===== src/rtl/alu_share_arbiter.sv =====
// Round-robin front end that shares one registered 4-bit ALU core among
// NUM_REQ requesters, with per-requester command and response handshakes.
module alu_share_arbiter #(
  parameter int unsigned NUM_REQ     = 4,
  parameter int unsigned ALU_LATENCY = 1,
  parameter logic [3:0]  MAX_OP      = 4'h9
) (
  input  logic                   clk,
  input  logic                   rst_n,
  input  logic [NUM_REQ-1:0]     req_valid,
  output logic [NUM_REQ-1:0]     req_ready,
  input  logic [4*NUM_REQ-1:0]   req_a,
  input  logic [4*NUM_REQ-1:0]   req_b,
  input  logic [4*NUM_REQ-1:0]   req_op,
  output logic [3:0]             alu_a,
  output logic [3:0]             alu_b,
  output logic [3:0]             alu_op,
  input  logic [7:0]             alu_result,
  input  logic                   alu_carry,
  input  logic                   alu_ovf,
  output logic [NUM_REQ-1:0]     rsp_valid,
  input  logic [NUM_REQ-1:0]     rsp_ready,
  output logic [7:0]             rsp_data,
  output logic [2:0]             rsp_flags,
  output logic                   busy
);

  localparam int unsigned IDX_W = (NUM_REQ > 1) ? $clog2(NUM_REQ) : 1;
  localparam int unsigned CNT_W = (ALU_LATENCY > 0) ? $clog2(ALU_LATENCY + 1) : 1;

  typedef enum logic [1:0] {IDLE, EXEC, RESP} state_t;

  state_t           state_q, state_d;
  logic [IDX_W-1:0] last_grant, cur, grant;
  logic             grant_vld;
  logic [CNT_W-1:0] cnt;
  logic [3:0]       sel_a, sel_b, sel_op;
  logic             rsp_ready_cur;
  logic             accept;
  logic             illegal;

  // Rotating search starting just above last_grant; the sum never exceeds
  // 2*NUM_REQ-1, so one conditional subtract implements the wrap.
  always_comb begin
    int unsigned cand;
    cand      = 0;
    grant_vld = 1'b0;
    grant     = '0;
    for (int unsigned k = 0; k < NUM_REQ; k++) begin
      cand = 32'(last_grant) + 1 + k;
      if (cand >= NUM_REQ) cand = cand - NUM_REQ;
      if (!grant_vld && req_valid[cand[IDX_W-1:0]]) begin
        grant_vld = 1'b1;
        grant     = cand[IDX_W-1:0];
      end
    end
  end

  always_comb begin
    sel_a         = '0;
    sel_b         = '0;
    sel_op        = '0;
    rsp_ready_cur = 1'b0;
    for (int unsigned i = 0; i < NUM_REQ; i++) begin
      if (grant == IDX_W'(i)) begin
        sel_a  = req_a[4*i +: 4];
        sel_b  = req_b[4*i +: 4];
        sel_op = req_op[4*i +: 4];
      end
      if (cur == IDX_W'(i)) rsp_ready_cur = rsp_ready[i];
    end
  end

  // rst_n gates the combinational ready so nothing is offered during reset.
  assign accept  = rst_n && (state_q == IDLE) && grant_vld;
  assign illegal = (sel_op > MAX_OP);

  always_ff @(posedge clk or negedge rst_n) begin
    if (!rst_n) state_q <= IDLE;
    else        state_q <= state_d;
  end

  always_comb begin
    state_d = state_q;
    case (state_q)
      IDLE:    if (accept) state_d = illegal ? RESP : EXEC;
      EXEC:    if (cnt == '0) state_d = RESP;
      RESP:    if (rsp_ready_cur) state_d = IDLE;
      default: state_d = IDLE;
    endcase
  end

  always_comb begin
    req_ready = '0;
    rsp_valid = '0;
    busy      = (state_q != IDLE);
    if (accept) req_ready[grant] = 1'b1;
    if (state_q == RESP) rsp_valid[cur] = 1'b1;
  end

  always_ff @(posedge clk or negedge rst_n) begin
    if (!rst_n) begin
      alu_a      <= '0;
      alu_b      <= '0;
      alu_op     <= '0;
      cnt        <= '0;
      cur        <= '0;
      last_grant <= IDX_W'(NUM_REQ - 1);
      rsp_data   <= '0;
      rsp_flags  <= '0;
    end else begin
      case (state_q)
        IDLE: begin
          if (accept) begin
            cur <= grant;
            if (illegal) begin
              rsp_data  <= '0;
              rsp_flags <= 3'b100;
            end else begin
              alu_a  <= sel_a;
              alu_b  <= sel_b;
              alu_op <= sel_op;
              cnt    <= CNT_W'(ALU_LATENCY);
            end
          end
        end
        EXEC: begin
          if (cnt != '0) begin
            cnt <= cnt - CNT_W'(1);
          end else begin
            rsp_data  <= alu_result;
            rsp_flags <= {1'b0, alu_ovf, alu_carry};
          end
        end
        RESP: begin
          if (rsp_ready_cur) last_grant <= cur;
        end
        default: ;
      endcase
    end
  end

endmodule


===== config.mk =====
export PLATFORM = sky130hd
export DESIGN_NAME = alu_share_arbiter
export DESIGN_NICKNAME = d
export VERILOG_FILES = /design/src/rtl/alu_share_arbiter.sv
export SDC_FILE = /design/constraint.sdc
export NUM_CORES = 1
export LEC_CHECK = 0
export BUFFER_PORTS_ARGS = -buffer_cell sky130_fd_sc_hd__buf_2
export CAP_MARGIN = 20
export CORE_MARGIN = 3
export CORE_UTILIZATION = 51
export CTS_BUF_LIST = sky130_fd_sc_hd__clkbuf_8
export CTS_CLUSTER_DIAMETER = 30
export DETAILED_ROUTE_END_ITERATION = 16
export GPL_ROUTABILITY_DRIVEN = 0
export HOLD_SLACK_MARGIN = 0.12
export PLACE_DENSITY = 0.88
export SLEW_MARGIN = 40
export SYNTH_ARGS = -nofsm -noshare
export SYNTH_HDL_FRONTEND = slang
export SYNTH_SLANG_ARGS = --single-unit

===== constraint.sdc =====
create_clock -name clk -period 5.1 [get_ports clk]
set_input_delay 1.275 -clock clk [delete_from_list [all_inputs] [get_ports clk]]
set_output_delay 1.275 -clock clk [all_outputs]
set_load 0.01 [all_outputs]

* Word level (Yosys, flattened, before mapping)
Index checks and enable logic that the tools add are counted.
** Word-level totals
- Flip-flop bits (word level) :: 30
- Input port bits :: 68
- Output and inout bits :: 32
- Logic and storage cells :: 125
** Operators by class
- Add/subtract/negate cells :: 9
- Magnitude comparators :: 13
- Equality and inequality tests :: 13
- Mux-type cells :: 59
- Bitwise operators :: 1
- Reduce and logical (&&, ||, !) cells :: 21
** Operator list (count)
- 2-to-1 mux 4 bit :: 14
- 2-to-1 mux 2 bit :: 12
- 2-to-1 mux 8 bit :: 3
- less-than comparator 2 x 3 -> 1 bit (second input constant) :: 6
- 2-to-1 mux 1 bit :: 17
- one-hot mux 8 bit (2 select lines) :: 1
- greater-or-equal comparator 4 x 3 -> 1 bit (second input constant) :: 3
- equality test 2 bit (second input constant) :: 5
- != test 2 bit (second input constant) :: 5
- 2-to-1 mux 3 bit :: 3
- AND reduction 3 bit :: 3
- adder 3 x 2 -> 4 bit (second input constant) :: 2
- binary-select mux 1 bit (select 2 bit) :: 4
- subtractor 2 x 1 -> 2 bit (second input constant) :: 4
- logical AND 1 bit :: 7
- equality test 2 x 1 -> 1 bit (second input constant) :: 3
- logical NOT 2 bit :: 3
- one-hot mux 2 bit (3 select lines) :: 1
- one-hot mux 3 bit (2 select lines) :: 1
- adder 3 x 1 -> 4 bit (second input constant) :: 1
- demux 1 bit (select 2 bit) :: 2
- greater-or-equal comparator 2 x 1 -> 1 bit (second input constant) :: 2
- greater-than comparator 4 bit (second input constant) :: 1
- AND reduction 2 bit :: 2
- 8 further kinds :: 11

* Logic depth before layout (Yosys ltp)
- Depth after elaboration :: 24
- Depth in mapped cells :: 9
- Depth with buffers taken out :: 7

* Worst setup path before layout
Ideal clock, no wire load.
- Path kind :: input to output
- Start :: input req_valid[2]
- End :: output req_ready[1]
- Data arrival time :: 2.383 ns
- Path slack :: 1.442 ns
- Stages on the path :: 6
- Path through :: nand2b_1 o22a_1 o21ai_2 buf_4 clkbuf_1 and3_1
** Between the ends
- Word-level cells in the longest chain between the ends :: 17
** RTL lines
- start, declared :: RTL line 10 : input logic [NUM_REQ-1:0] req_valid,
- binary-select mux 1 bit (select 2 bit) :: RTL line 52 : if (!grant_vld && req_valid[cand[IDX_W-1:0]]) begin
- 2-to-1 mux 1 bit (not written as such) :: RTL line 52
- 2-to-1 mux 1 bit :: RTL line 52
- logical NOT 1 bit :: RTL line 52
- logical AND 1 bit :: RTL line 52
- 2-to-1 mux 1 bit :: RTL line 52
- logical NOT 1 bit :: RTL line 52
- logical AND 1 bit :: RTL line 52
- 2-to-1 mux 1 bit :: RTL line 52
- logical NOT 1 bit :: RTL line 52
- logical AND 1 bit :: RTL line 52
- 2-to-1 mux 2 bit :: RTL line 52
- less-than comparator 2 x 3 -> 1 bit (not written as such) / greater-or-equal comparator 2 x 1 -> 1 bit (equally long branches) :: RTL line 97 : if (accept) req_ready[grant] = 1'b1;
- logical AND 1 bit (not written as such) :: RTL line 97
- 2-to-1 mux 1 bit (not written as such) :: RTL line 97
- demux 1 bit (select 2 bit) :: RTL line 97
- 2-to-1 mux 4 bit (*) :: RTL line 97
- end, declared :: RTL line 11 : output logic [NUM_REQ-1:0] req_ready,
Every way passes the cells marked *; elsewhere a longest branch is shown, timed or not. The select of a mux whose other input is x is not followed.

* Worst setup path after layout
- Start :: input req_valid[2]
- End :: output req_ready[3]
The elaborated chain is that of the path after synthesis.

==> flow_metrics.env <==
export IMPL_status="complete, no violations"
export IMPL_async_flop_share_pct=100
export IMPL_critical_path_cell_chain="buf_2 > nand2b_1 > a21boi_1 > o21ai_2 > and3_1 > buf_2"
export IMPL_synth_edff_count=0
export IMPL_antenna_violations_before_repair=0
export IMPL_post_synth_cell_area_avg_sq_um=9.79
export IMPL_post_detailed_routing_wire_length_mm=5.33
export IMPL_post_cts_repair_setup_buffers=0
export IMPL_post_drt_via_cell_ratio=5.78
export IMPL_min_path_cells=1
export IMPL_pin_count=100
export IMPL_rsz0062_at_grt="false"
export IMPL_ir_drop_uv=329
export IMPL_hold_violations=0
export IMPL_core_area_sq_um=3490
export IMPL_hpwl_mm=4.06
export IMPL_h_tree_levels=2
export IMPL_final_hold_worst_slack_ps=516
export IMPL_clock_buffer_count_from_cts=5
export IMPL_synth_cell_area_sq_um=1940
export IMPL_fp_dieArea_sq_um=4580
export IMPL_post_route_cell_area_sq_um=2530
export IMPL_drtAntennaViolNets=0
export IMPL_nNetsFinal=361
export IMPL_required_ps=3830
export IMPL_inserted_diodes=0
export IMPL_cell_repeated_most_along_the_worst_path="buf_2"
export IMPL_pwr_density_cell_nw_per_um2=577
export IMPL_worst_hold_check_path_type="reg -> reg"
export IMPL_critPathMaxStageDelay_ps=520
export IMPL_globalRouteTotalUtil_pct=24.4
export IMPL_route_vias_total=1965
export IMPL_path_clk_slew_ps=60
export IMPL_grt_max_degree=29
export IMPL_drt_pass1_iterations=4
export IMPL_postSynthCellCount=198
export IMPL_max_cap_viol_count=0
export IMPL_first_global_vias=1794
export IMPL_final_setup_tns_ps=0
export IMPL_dominantRegCellSynth="dfrtp_1"
export IMPL_final_cells=340
export IMPL_post_route_cells_drive_above_1_share_pct=46.3
export IMPL_dp_cells=332
export IMPL_synth_seq_cells=30
export IMPL_fmaxAchievable_mhz=258
export IMPL_drc=0
export IMPL_end_kind="output pin"
export IMPL_ctsResizeCount=0
export IMPL_yosysSeqAreaShare_pct=38.9
export IMPL_fp_dieH_um=67.6
export IMPL_critical_path_slowest_cell="o21ai_2"
export IMPL_fp_row_count=21
export IMPL_layout_worst_path_cycle_share_pct=75.9
export IMPL_first_pass_grt_wire_length_mm=8.30
export IMPL_fin_skew_ps=8.29
export IMPL_dieWidth_um=67.6
export IMPL_nFillCells=286
export IMPL_cts_root_to_sink_buffers=2
export IMPL_grt_overflow=0
export IMPL_crit_path_max_fanout=11
export IMPL_start_util_pct=55.5
export IMPL_initialDrtViolationCount=142
export IMPL_tritoncts_clock_tree="yes"
export IMPL_crit_path_start_kind="input port"
export IMPL_placement_io_buffers=99
export IMPL_r2r_worst_path_cells=8
export IMPL_worst_ep_arrival_time_ps=2600
export IMPL_synthesis_yosys_warnings=0
export IMPL_slew_limit_fails=0
export IMPL_total_of_endpoints_with_negative_setup_slack_in_the_final_report=0
export IMPL_detailed_place_area_sq_um=2440
export IMPL_drt_wirelength_per_cell_um=15.7
export IMPL_critical_path_class="in -> out"
export IMPL_areaGrowthSynthToFinish_pct=30.6
export IMPL_synthesis_nets=266
export IMPL_post_cts_hold_buffer_count=0
export IMPL_clock_latency_reported_for_the_late_side_of_the_worst_skew_pair_ps=280
export IMPL_sequential_cell_area_sq_um=753
export IMPL_slew_headroom_pct=56.5
export IMPL_numClockSinks=30
export IMPL_ys_types=45
export IMPL_ctsRootBufferMaster="clkbuf_8"
export IMPL_period_minus_slack_ps=3870
export IMPL_area_of_the_multi_input_gates_sq_um=1090
export IMPL_slew_of_the_pin_with_the_lowest_slew_margin_ps=651
export IMPL_leakage_nw=1.27
==> registers in the layout, summed over array words and instances, names as in the netlist <==
| register | flops |
|---|---|
| alu_a | 4 |
| alu_b | 4 |
| alu_op | 4 |
| cnt | 1 |
| cur | 2 |
| last_grant | 2 |
| rsp_data | 8 |
| rsp_flags | 3 |
| state_q | 2 |
==> cells in the mapped netlist (2+ instances only) <==
| library cell | n | area, sq um |
|---|---|---|
| o21ai_2 | 2 | 17.5 |
| dfstp_2 | 2 | 52.6 |
| mux2_2 | 3 | 33.8 |
| mux2i_2 | 2 | 27.5 |
| o21ai_1 | 2 | 10.0 |
| nand2_1 | 31 | 116 |
| a311oi_1 | 9 | 78.8 |
| a221o_1 | 10 | 100 |
| a211oi_1 | 11 | 82.6 |
| nor2_1 | 9 | 33.8 |
| a21bo_2 | 2 | 20.0 |
| nand2b_1 | 5 | 31.3 |
| inv_1 | 5 | 18.8 |
| clkbuf_1 | 6 | 22.5 |
| a22o_1 | 9 | 78.8 |
| and3_1 | 23 | 144 |
| a21oi_1 | 4 | 20.0 |
| buf_6 | 2 | 22.5 |
| nor3_1 | 3 | 15.0 |
| dfrtp_1 | 28 | 701 |
| o22a_2 | 2 | 20.0 |
| buf_2 | 5 | 25.0 |
==> cells in the final DEF (no fill, tap or decap), types with 2 or more instances in the layout <==
master / instances
a211oi_1: 11
a21bo_2: 2
a21oi_1: 4
a221o_1: 10
a22o_1: 9
a311oi_1: 9
and3_1: 23
buf_2: 99
buf_4: 3
clkbuf_8: 6
dfrtp_1: 28
dfstp_2: 2
inv_1: 5
mux2_2: 3
mux2i_2: 2
nand2_1: 31
nand2b_1: 5
nor2_1: 9
nor3_1: 3
o21ai_1: 2
o21ai_2: 2
o22a_2: 2
==> power breakdown <==
group / switching (mW) / total (mW) / internal (mW)
clock network: 0.0913 / 0.200 / 0.108
registers: 0.0991 / 0.464 / 0.365
logic: 0.433 / 0.797 / 0.364
total: 0.623 / 1.46 / 0.837
==> per-layer routing <==
metal | wire length, um | global-route usage (%)
met5 | 0 | 0
met3 | 462 | 6.99
met4 | 70 | 7.85
met2 | 2620 | 39.1
met1 | 2170 | 31.5
==> cell type report <==
class	instances	share of cell area [%]
Inverter	5	0.741
Clock inverter	2	0.494
Sequential cell	30	29.8
Tap cell	46	2.27
Clock buffer	6	3.26
Timing Repair Buffer	102	20.5
Multi-Input combinational cell	149	43.0
==> path summary, 6_finish.rpt <==
check / to / startpoint / slack [ps]
max: req_ready[3] / req_valid[2] / 1230
min: alu_a[0] / alu_a[0] / 520
max reg2reg: alu_a[0] / last_grant[1] / 2420
min reg2reg: alu_a[0] / alu_a[0] / 520
max in group asynchronous: last_grant[1] / rst_n / 3690
min in group asynchronous: alu_op[2] / rst_n / 800
==> cells by family after synthesis <==
group                  Yosys count  share of synthesized area (%)
AOI/OAI and AO/OA               64                           30.3
buffers and inverters           19                           4.97
DFF                             30                           38.9
muxes                            8                           6.00
and+or+nand+nor                 77                           19.9
==> worst max-delay path: cells and delay by family <==
family                 cells  cell delay [ps]
AO/OA/AOI/OAI              2              660
AND/OR/NAND/NOR            2              410
buffers and inverters      2              240
==> metrics by stage <==
step           power [mW]  util [%]  setup WS (ps)
2_1_floorplan        1.03         -           1440
6_report             1.46      72.4           1230
3_5_place_dp         1.26      69.7           1220
3_3_place_gp         1.23      69.7           1260
4_1_cts              1.47      72.4           1220
5_1_grt              1.58      72.4           1110
No activity file was read; power rests on OpenSTA's default activity.
